$ cat config.mk
export PLATFORM = sky130hd
export DESIGN_NAME = mem_share_arb
export DESIGN_NICKNAME = d
export VERILOG_FILES = /design/src/rtl/mem_share_arb.sv
export SDC_FILE = /design/constraint.sdc
export NUM_CORES = 1
export LEC_CHECK = 0
export ABC_CLOCK_PERIOD_IN_PS = 5300
export BUFFER_PORTS_ARGS = -buffer_cell sky130_fd_sc_hd__buf_2
export CAP_MARGIN = 10
export CORE_ASPECT_RATIO = 0.8
export CORE_UTILIZATION = 49
export DETAILED_ROUTE_END_ITERATION = 7
export PLACE_DENSITY = 0.65
export SYNTH_ARGS = -nofsm -noshare
export SYNTH_HDL_FRONTEND = slang
export SYNTH_SLANG_ARGS = --single-unit
$ cat constraint.sdc
create_clock -name clk -period 5.3 [get_ports clk]
set_clock_uncertainty 0.15 [all_clocks]
set_input_delay 0.53 -clock clk [delete_from_list [all_inputs] [get_ports clk]]
set_output_delay 0.53 -clock clk [all_outputs]
set_load 0.01 [all_outputs]
$ cat src/rtl/mem_share_arb.sv
// Round-robin arbiter sharing one single-port register array among NREQ requesters, with bounded lock bursts.
// Latency: writes land at the accept edge; read data is presented one cycle after the accept edge.
// Backpressure: at most one req_ready per cycle; an ungranted requester holds its request until accepted.
module mem_share_arb #(
  parameter int NREQ     = 4,
  parameter int DW       = 8,
  parameter int AW       = 5,
  parameter int IDW      = 2,
  parameter int MAX_HOLD = 4
) (
  input  logic                clk,
  input  logic                rst,
  input  logic [NREQ-1:0]     req_valid,
  output logic [NREQ-1:0]     req_ready,
  input  logic [NREQ-1:0]     req_we,
  input  logic [NREQ-1:0]     req_lock,
  input  logic [NREQ*AW-1:0]  req_addr,
  input  logic [NREQ*DW-1:0]  req_wdata,
  output logic                rsp_valid,
  output logic [IDW-1:0]      rsp_id,
  output logic [DW-1:0]       rsp_rdata,
  output logic [IDW-1:0]      owner,
  output logic                locked
);

  localparam int DEPTH = 2**AW;
  localparam int HW    = $clog2(MAX_HOLD + 1);
  localparam logic [IDW-1:0] LAST_ID = IDW'(NREQ - 1);

  typedef enum logic {ST_ARB, ST_LOCKED} state_t;

  state_t           state_q, state_d;
  logic [IDW-1:0]   ptr_q, ptr_d;
  logic [IDW-1:0]   owner_q, owner_d;
  logic [HW-1:0]    hold_cnt_q, hold_cnt_d;
  logic             rsp_valid_q, rsp_valid_d;
  logic [IDW-1:0]   rsp_id_q, rsp_id_d;
  logic [DW-1:0]    rsp_rdata_q, rsp_rdata_d;
  logic [DW-1:0]    mem_q [DEPTH];

  logic             gnt_vld;
  logic [IDW-1:0]   gnt_idx;
  logic [IDW:0]     scan_idx;
  logic [AW-1:0]    addr_arr  [NREQ];
  logic [DW-1:0]    wdata_arr [NREQ];
  logic             sel_we, sel_lock, mem_we;
  logic [AW-1:0]    sel_addr;
  logic [DW-1:0]    sel_wdata;
  logic [HW-1:0]    hold_inc;

  // Wrap an id to the next requester, modulo NREQ rather than 2**IDW.
  function automatic logic [IDW-1:0] next_id(input logic [IDW-1:0] v);
    return (v == LAST_ID) ? '0 : v + IDW'(1);
  endfunction

  // Unpack the per-requester address and write-data buses.
  always_comb begin
    for (int k = 0; k < NREQ; k++) begin
      addr_arr[k]  = req_addr[k*AW +: AW];
      wdata_arr[k] = req_wdata[k*DW +: DW];
    end
  end

  // Grant selection: owner-only while locked, else first valid scanning up from ptr.
  // The descending loop lets the lowest offset from ptr overwrite the others.
  always_comb begin
    req_ready = '0;
    gnt_vld   = 1'b0;
    gnt_idx   = '0;
    scan_idx  = '0;
    if (!rst) begin
      if (state_q == ST_LOCKED) begin
        gnt_idx = owner_q;
        gnt_vld = req_valid[owner_q];
      end else begin
        for (int i = NREQ - 1; i >= 0; i--) begin
          scan_idx = {1'b0, ptr_q} + (IDW+1)'(i);
          if (scan_idx >= (IDW+1)'(NREQ)) scan_idx = scan_idx - (IDW+1)'(NREQ);
          if (req_valid[scan_idx[IDW-1:0]]) begin
            gnt_vld = 1'b1;
            gnt_idx = scan_idx[IDW-1:0];
          end
        end
      end
      req_ready[gnt_idx] = gnt_vld;
    end
  end

  // Next-state, pointer, lock counter and read-response computation.
  always_comb begin
    sel_we      = req_we[gnt_idx];
    sel_lock    = req_lock[gnt_idx];
    sel_addr    = addr_arr[gnt_idx];
    sel_wdata   = wdata_arr[gnt_idx];
    mem_we      = gnt_vld & sel_we;
    hold_inc    = hold_cnt_q + HW'(1);
    state_d     = state_q;
    ptr_d       = ptr_q;
    owner_d     = owner_q;
    hold_cnt_d  = hold_cnt_q;
    rsp_valid_d = 1'b0;
    rsp_id_d    = rsp_id_q;
    rsp_rdata_d = rsp_rdata_q;

    if (gnt_vld && !sel_we) begin
      rsp_valid_d = 1'b1;
      rsp_id_d    = gnt_idx;
      rsp_rdata_d = mem_q[sel_addr];
    end

    case (state_q)
      ST_ARB: begin
        if (gnt_vld) begin
          if (sel_lock && (MAX_HOLD > 1)) begin
            state_d    = ST_LOCKED;
            owner_d    = gnt_idx;
            hold_cnt_d = HW'(1);
          end else begin
            ptr_d = next_id(gnt_idx);
          end
        end
      end
      ST_LOCKED: begin
        // Release on owner idle, lock drop, or reaching the burst limit.
        if (!gnt_vld || !sel_lock || (hold_inc == HW'(MAX_HOLD))) begin
          state_d    = ST_ARB;
          ptr_d      = next_id(owner_q);
          hold_cnt_d = '0;
        end else begin
          hold_cnt_d = hold_inc;
        end
      end
      default: state_d = ST_ARB;
    endcase
  end

  // Control and response registers with synchronous reset.
  always_ff @(posedge clk) begin
    if (rst) begin
      state_q     <= ST_ARB;
      ptr_q       <= '0;
      owner_q     <= '0;
      hold_cnt_q  <= '0;
      rsp_valid_q <= 1'b0;
      rsp_id_q    <= '0;
      rsp_rdata_q <= '0;
    end else begin
      state_q     <= state_d;
      ptr_q       <= ptr_d;
      owner_q     <= owner_d;
      hold_cnt_q  <= hold_cnt_d;
      rsp_valid_q <= rsp_valid_d;
      rsp_id_q    <= rsp_id_d;
      rsp_rdata_q <= rsp_rdata_d;
    end
  end

  // Array storage is deliberately not reset; writes are already gated off during reset.
  always_ff @(posedge clk) begin
    if (mem_we) mem_q[sel_addr] <= sel_wdata;
  end

  assign rsp_valid = rsp_valid_q;
  assign rsp_id    = rsp_id_q;
  assign rsp_rdata = rsp_rdata_q;
  assign owner     = owner_q;
  assign locked    = (state_q == ST_LOCKED);

endmodule

== After elaboration in Yosys (flattened, before gate mapping) ==
Memory sizes are Yosys's and may differ from the RTL's. A register that Yosys moved wholly into a read port is not among the register bits.
Cells that the tools add are included.
W data, S select, Z words.

* Magnitude comparators: 13
* Add/sub/neg operators: 10
* Muxes and demuxes: 66
* Div/mod/pow operators: 0
* Multipliers: 0
* Equal/unequal tests: 7
* Shift-type cells: 0
* Reduce and logical (&&, ||, !) cells: 10
* Bitwise gates (word level): 4

{| class="wikitable"
|+ Operators by type and width
! cell !! number
|-
| $mux W2 || 24
|-
| $lt A2 B3 Y1 const B || 7
|-
| $mux W1 || 21
|-
| $bmux W8 S2 || 1
|-
| $mux W8 || 2
|-
| $bmux W1 S2 || 7
|-
| $ge A3 B3 Y1 const B || 4
|-
| $bmux W5 S2 || 1
|-
| $mux W5 || 2
|-
| $mux W3 || 3
|-
| $sub A2 B1 Y2 const B || 4
|-
| $add A2 B2 Y3 const B || 2
|-
| $ne A2 B2 Y1 const B || 3
|-
| $pmux W3 S2 || 1
|-
| $reduce_and A3 Y1 || 2
|-
| $add A2 B1 Y2 const B || 2
|-
| $and A4 B4 Y4 || 1
|-
| $eq A2 B2 Y1 const B || 2
|-
| $mux W4 || 1
|-
| $pmux W2 S2 || 1
|-
| $add A2 B1 Y3 const B || 1
|-
| $add A3 B1 Y3 const B || 1
|-
| $eq A3 B3 Y1 const B || 1
|-
| $ge A2 B3 Y1 const B || 1
|-
| other kinds (11) || 15
|}

* Word-level logic and storage cells: 117
* ROM bits: 0
* Memories kept: 1
* Flip-flop bits (word level): 11
* Bits of input ports: 66
* Bits in latches: 0
* Memory bits (writable): 256
* Output and inout bits: 18

{| class="wikitable"
|+ Memories
! memory !! depth !! bits a word !! read ports !! clocked after Yosys merged registers in !! wr ports !! line !! RTL
|-
| mem_q || 32 || 8 || 1 || 1 || 1 || 39 || <nowiki>logic [DW-1:0] mem_q [DEPTH];</nowiki>
|}

== Longest topological paths before layout ==
* Depth after elaboration: 21
* Gate-level depth with buffers: 15
* Depth with buffers taken out: 10

== Worst setup path after synthesis ==
OpenSTA, ideal clock, no wires.

* Kind: input to register
* Start point: in req_valid[2]
* End point: mem mem_q[0][0], data pin
* Library setup time: 0.398 ns
* Buffers on the path: 3
* Data required time: 4.752 ns
* Cell stages on the path: 9
* Arrival time: 3.179 ns
* Setup slack: 1.574 ns
* Cells stage by stage: nor2b_1 > or4_1 > buf_2 > a31oi_1 > buf_2 > buf_1 > nand2_1 > and3_1 > a31oi_1

* Word-level cells in the longest chain between the ends: 13
* Elaborated cells on any way between the ends: 19
* Classes of those cells: mux (18); bitwise (1)

{| class="wikitable"
|+ Ends and longest elaborated chain
! element !! line !! RTL
|-
| start, declared || 13 || <nowiki>input logic [NREQ-1:0] req_valid,</nowiki>
|-
| $bmux W1 S2 || 79 || <nowiki>if (req_valid[scan_idx[IDW-1:0]]) begin</nowiki>
|-
| $mux W1 (implied by the code) || 79 ||
|-
| $mux W2 (3 in a row) || 79 ||
|-
| $mux W2 (*) || 79 ||
|-
| $mux W2 (*) || 72 || <nowiki>if (state_q == ST_LOCKED) begin</nowiki>
|-
| $mux W2 (*) (2 in a row) || 71 || <nowiki>if (!rst) begin</nowiki>
|-
| $not A2 Y3 (implied by the code) (*) || 94 || <nowiki>sel_wdata = wdata_arr[gnt_idx];</nowiki>
|-
| $bmux W8 S2 (*) || 94 ||
|-
| $mux W8 (implied by the code) (*) (2 in a row) || 94 ||
|-
| net sel_wdata[0] || 48 || <nowiki>logic [DW-1:0] sel_wdata;</nowiki>
|-
| end, declared || 39 ||
|}

The timed path passes the listed nets; every way through them passes the cells marked *. The select of a mux whose other input is x is not followed.

== Final worst setup path ==
* Start point: reg state_q (netlist: locked)
* End point: reg rsp_rdata_q[0] (netlist: rsp_rdata[0]), read port of mem_q

* Word-level cells in the longest chain between the ends: 7
* Elaborated cells on any way between the ends: 14
* Classes of those cells: mux (11); bitwise (1); reduce/logical (2)

{| class="wikitable"
|+ Ends and longest elaborated chain
! element !! line !! RTL
|-
| start, declared || 32 || <nowiki>state_t state_q, state_d;</nowiki>
|-
| start signal, assigned || 148 || <nowiki>state_q <= state_d;</nowiki>
|-
| $mux W2 || 72 ||
|-
| $mux W2 (2 in a row) || 71 ||
|-
| $not A2 Y3 (implied by the code) or $bmux W1 S2 (tied branches) || 93, 91 ||
|-
| $bmux W5 S2 or $mux W1 (tied branches) || 93, 91 ||
|-
| $mux W5 (implied by the code) or $logic_not A1 Y1 (tied branches) || 93, 105 ||
|-
| $mux W5 (implied by the code) or $logic_and A1 B1 Y1 (tied branches) || 93, 105 ||
|-
| end, declared || 38 || <nowiki>logic [DW-1:0] rsp_rdata_q, rsp_rdata_d;</nowiki>
|}

Several ways; a longest one is shown, not always the timed one. The select of a mux whose other input is x is not followed.
A chain may end at the register's enable or synchronous reset.

==> summary by stage <==
Detailed routing
The number of antenna-violating nets in the routed design is 0. The detailed-route via count is approximately 8500. The detailed-route vias per instance is ~6.1. The detailed-route DRC error count is 0. The final wirelength is 32.9 mm. After detailed routing, the average wire length per cell comes to 23.6 um. The count of TritonRoute iterations in the first routing pass is 5. The first-iteration detailed-routing DRC count is around 1000.

Yosys
Counting flops and latches in the post-synthesis netlist gives roughly 280. The sequential element share of the synthesized area is 0.669. The library cell occupying the most area in the post-synthesis netlist is edfxtp_1. The cell area after synthesis is about 12000 um2.

Among all flip-flop cells after synthesis, the most frequent one is edfxtp_1. Yosys mapped a number of flops with a built-in enable equal to around 260. The share of synthesized area in the top cell type comes to 0.637. The net count of the mapped netlist is between 1000 and 1500. Yosys printed 0 warnings. Of all flip-flops after synthesis, the portion carrying an async set or reset was 0.

In this run, distinct cell masters in the synthesized netlist total 68. The average cell area after synthesis is between 10 and 15 um2. The post-synthesis cell count is between 900 and 1000. Ranked by total cell area, the synthesized netlist is headed by edfxtp_1, nand2_1, a311oi_1.

Worst setup path
Data on the critical path arrives at its endpoint at between 4 and 5 ns. The highest net fanout along the worst path is 37. STA puts the critical path data required time at 5.56 ns. The startpoint type of the worst setup path is a flop. The type of the worst setup path is flop to flop. STA classifies the critical path endpoint as a flop.

Placed design
The number of port buffers is 83. Before CTS, the worst setup slack after placement is 0.712 ns. The congestion estimate from routability-driven global placement came to approximately 0.91.

Summing all placed instances gives a cell area of roughly 13000 um2. The number of cells after detailed placement is 1340. Detailed placement ended at an HPWL of ~21 mm.

Worst hold path
The path class of the tightest hold or removal check is primary input to flop.

STA
The tightest hold path in the finished design has a slack of between 0.2 and 0.3 ns. The minimum setup slack in the final design is 0.762 ns. The clock period could shrink to roughly 4.5 ns. Setup repair after global routing left no endpoint under its margin. After routing, the total negative slack on setup checks comes to 0 ns.

The final number of hold-violating endpoints is 0. The number of slew-limit violations in the final report is 0. The headroom to the max-slew limit is 0.206. The total setup violations reported at the end of the flow is 0.

The slew at the pin closest to its max-slew limit is 1.19 ns. Based on the critical path, the design can be clocked at up to 0.220 GHz. The post-route fraction of the period consumed by the critical path is 0.856.

Clocking
Gates resized during post-CTS repair numbered 0. Counting along the longest clock path gives a buffer depth of 3. At the later pin of the worst-skew pair, clock insertion delay measures 0.56 ns.

The buffer count from post-CTS setup fixing is 0. TritonCTS built the clock tree. The number of clock buffers added by TritonCTS is 27. The clock net in this run drives a total of 275 sinks.

CTS built an H-tree with a depth of 1. The number of hold buffers added after cts is 0. After clock tree synthesis, the clock-pin slew on the worst setup and hold paths is ~0.06 ns.

The root buffer cell chosen for the clock tree is clkbuf_16.

Global route
Summed over all layers, the global routing overflow is 0. The number of antenna violations at the first check in global routing is 2. Entering global routing, the biggest net connects 54 pins. The number of global-route vias before repair is around 8000.

In the global route stage, overall resource usage came out at 0.265. The first global-routing pass estimated between 40 and 50 mm of wire.

Status
The flow ran to the end, and the final reports show no timing, DRC or antenna violations.

Finish
The final cell count without fillers is 1391. In the layout the commonest cells are edfxtp_1, nand2_1, buf_2, nor2_1, and3_1. The register area is between 8000 and 9000 um2. The post-route cell area is 13900 um2. Measured on the finished design, the core utilization comes to 0.585. Counting the fill cells in the layout gives approximately 1900. The fraction of final layout cells with drive strength greater than 1 is 0.185.

Summing all multi-input logic gate instances after layout gives between 3000 and 4000 um2. Leaving out fill and tap cells, the most frequent cell in the layout is edfxtp_1. For this run, the post-layout net count is between 1000 and 1500.

The area growth from synthesis to layout is 15.3%.

Die
The I/O pin total is between 80 and 90. The initial utilization of the core area, before any placement, comes to 0.507. The vertical die dimension is ~140 um. In this run the core area contains 50 standard-cell rows. The chip width is 177 um. The die covers approximately 25000 um2.

The placeable core region is around 24000 um2.

Power and ir drop
The power density relative to cell area is 401 nW/um2. IR analysis of the VDD net gives a maximum drop of slightly above 0.3 mV. The static leakage is about 5 nW. The completed layout was analyzed and its total power is approximately 5.6 mW.

Flow run
The total of max-cap violations is 0.
## where the power goes
| part | switching, mW | total (mW) | internal [mW] |
|---|---|---|---|
| sequential | 0.0276 | 2.56 | 2.53 |
| combinational | 0.786 | 1.12 | 0.334 |
| clock | 0.823 | 1.90 | 1.08 |
| total | 1.64 | 5.58 | 3.94 |
## cell usage after synthesis, drive strengths merged, types with 6 or more instances
library cell	number
nand2b	6
nor2	56
a31oi	19
a211oi	47
buf	35
a21oi	18
o21ai	25
mux2i	31
nand3	14
nand2	185
and3	56
dfxtp	19
nand4	6
inv	10
edfxtp	256
a311oi	44
nor3	16
nor4	7
clkbuf	33
## area by class of cell
type,instances,area share
Inverter,10,0.00270
Multi-Input combinational cell,610,0.267
Antenna cell,1,0.000180
Tap cell,312,0.0281
Clock buffer,36,0.0524
Timing Repair Buffer,133,0.0586
Sequential cell,275,0.580
Clock inverter,14,0.0106
## state kept, by name (all words and copies together) (netlist names)
register / cells
ptr_q: 2
owner: 2
rsp_id: 2
locked: 1
mem_q: 256
hold_cnt_q: 3
rsp_rdata: 8
rsp_valid: 1
## worst max-delay path, cell delays in order (launching register included)
cell and delay [ns]:
dfxtp_1 0.49, nand2b_1 0.23, or4_1 0.55, a31o_1 0.61
a211oi_2 0.50, a21oi_4 0.17, buf_12 0.24, a211oi_1 0.36
a311oi_1 0.13, nor4_1 0.78, a31oi_1 0.17
## layer usage
layer	part of all wire	routed length (um)	vias to the layer above	track usage
met5	0.00040	13	-	0
met4	0.016	521	2	0.0495
met3	0.098	3220	52	0.0588
met2	0.44	14400	427	0.388
met1	0.45	14800	4122	0.407
li1	-	-	3905	-
## final timing paths
kind	cells after the start	slack, ns	startpoint	to
setup reg to reg	10	0.76	locked$_SDFF_PP0_	rsp_rdata[0]$_SDFFE_PP0P_
setup / recovery	10	0.76	locked$_SDFF_PP0_	rsp_rdata[0]$_SDFFE_PP0P_
hold reg to reg	2	0.35	rsp_id[0]$_SDFFE_PP0P_	rsp_id[0]$_SDFFE_PP0P_
hold / removal	2	0.25	rst	rsp_id[1]$_SDFFE_PP0P_
## kinds of logic after synthesis
| logic type | Yosys count | synth area share |
|---|---|---|
| XOR/XNOR | 1 | 0.000726 |
| multiplexers | 37 | 0.0323 |
| adder cells (fa/ha/maj) | 2 | 0.00207 |
| AND/OR/NAND/NOR | 371 | 0.143 |
| AO/OA/AOI/OAI | 199 | 0.124 |
| flip-flops | 275 | 0.669 |
| buffers and inverters | 78 | 0.0287 |
Power figures use the tool's default switching activity.
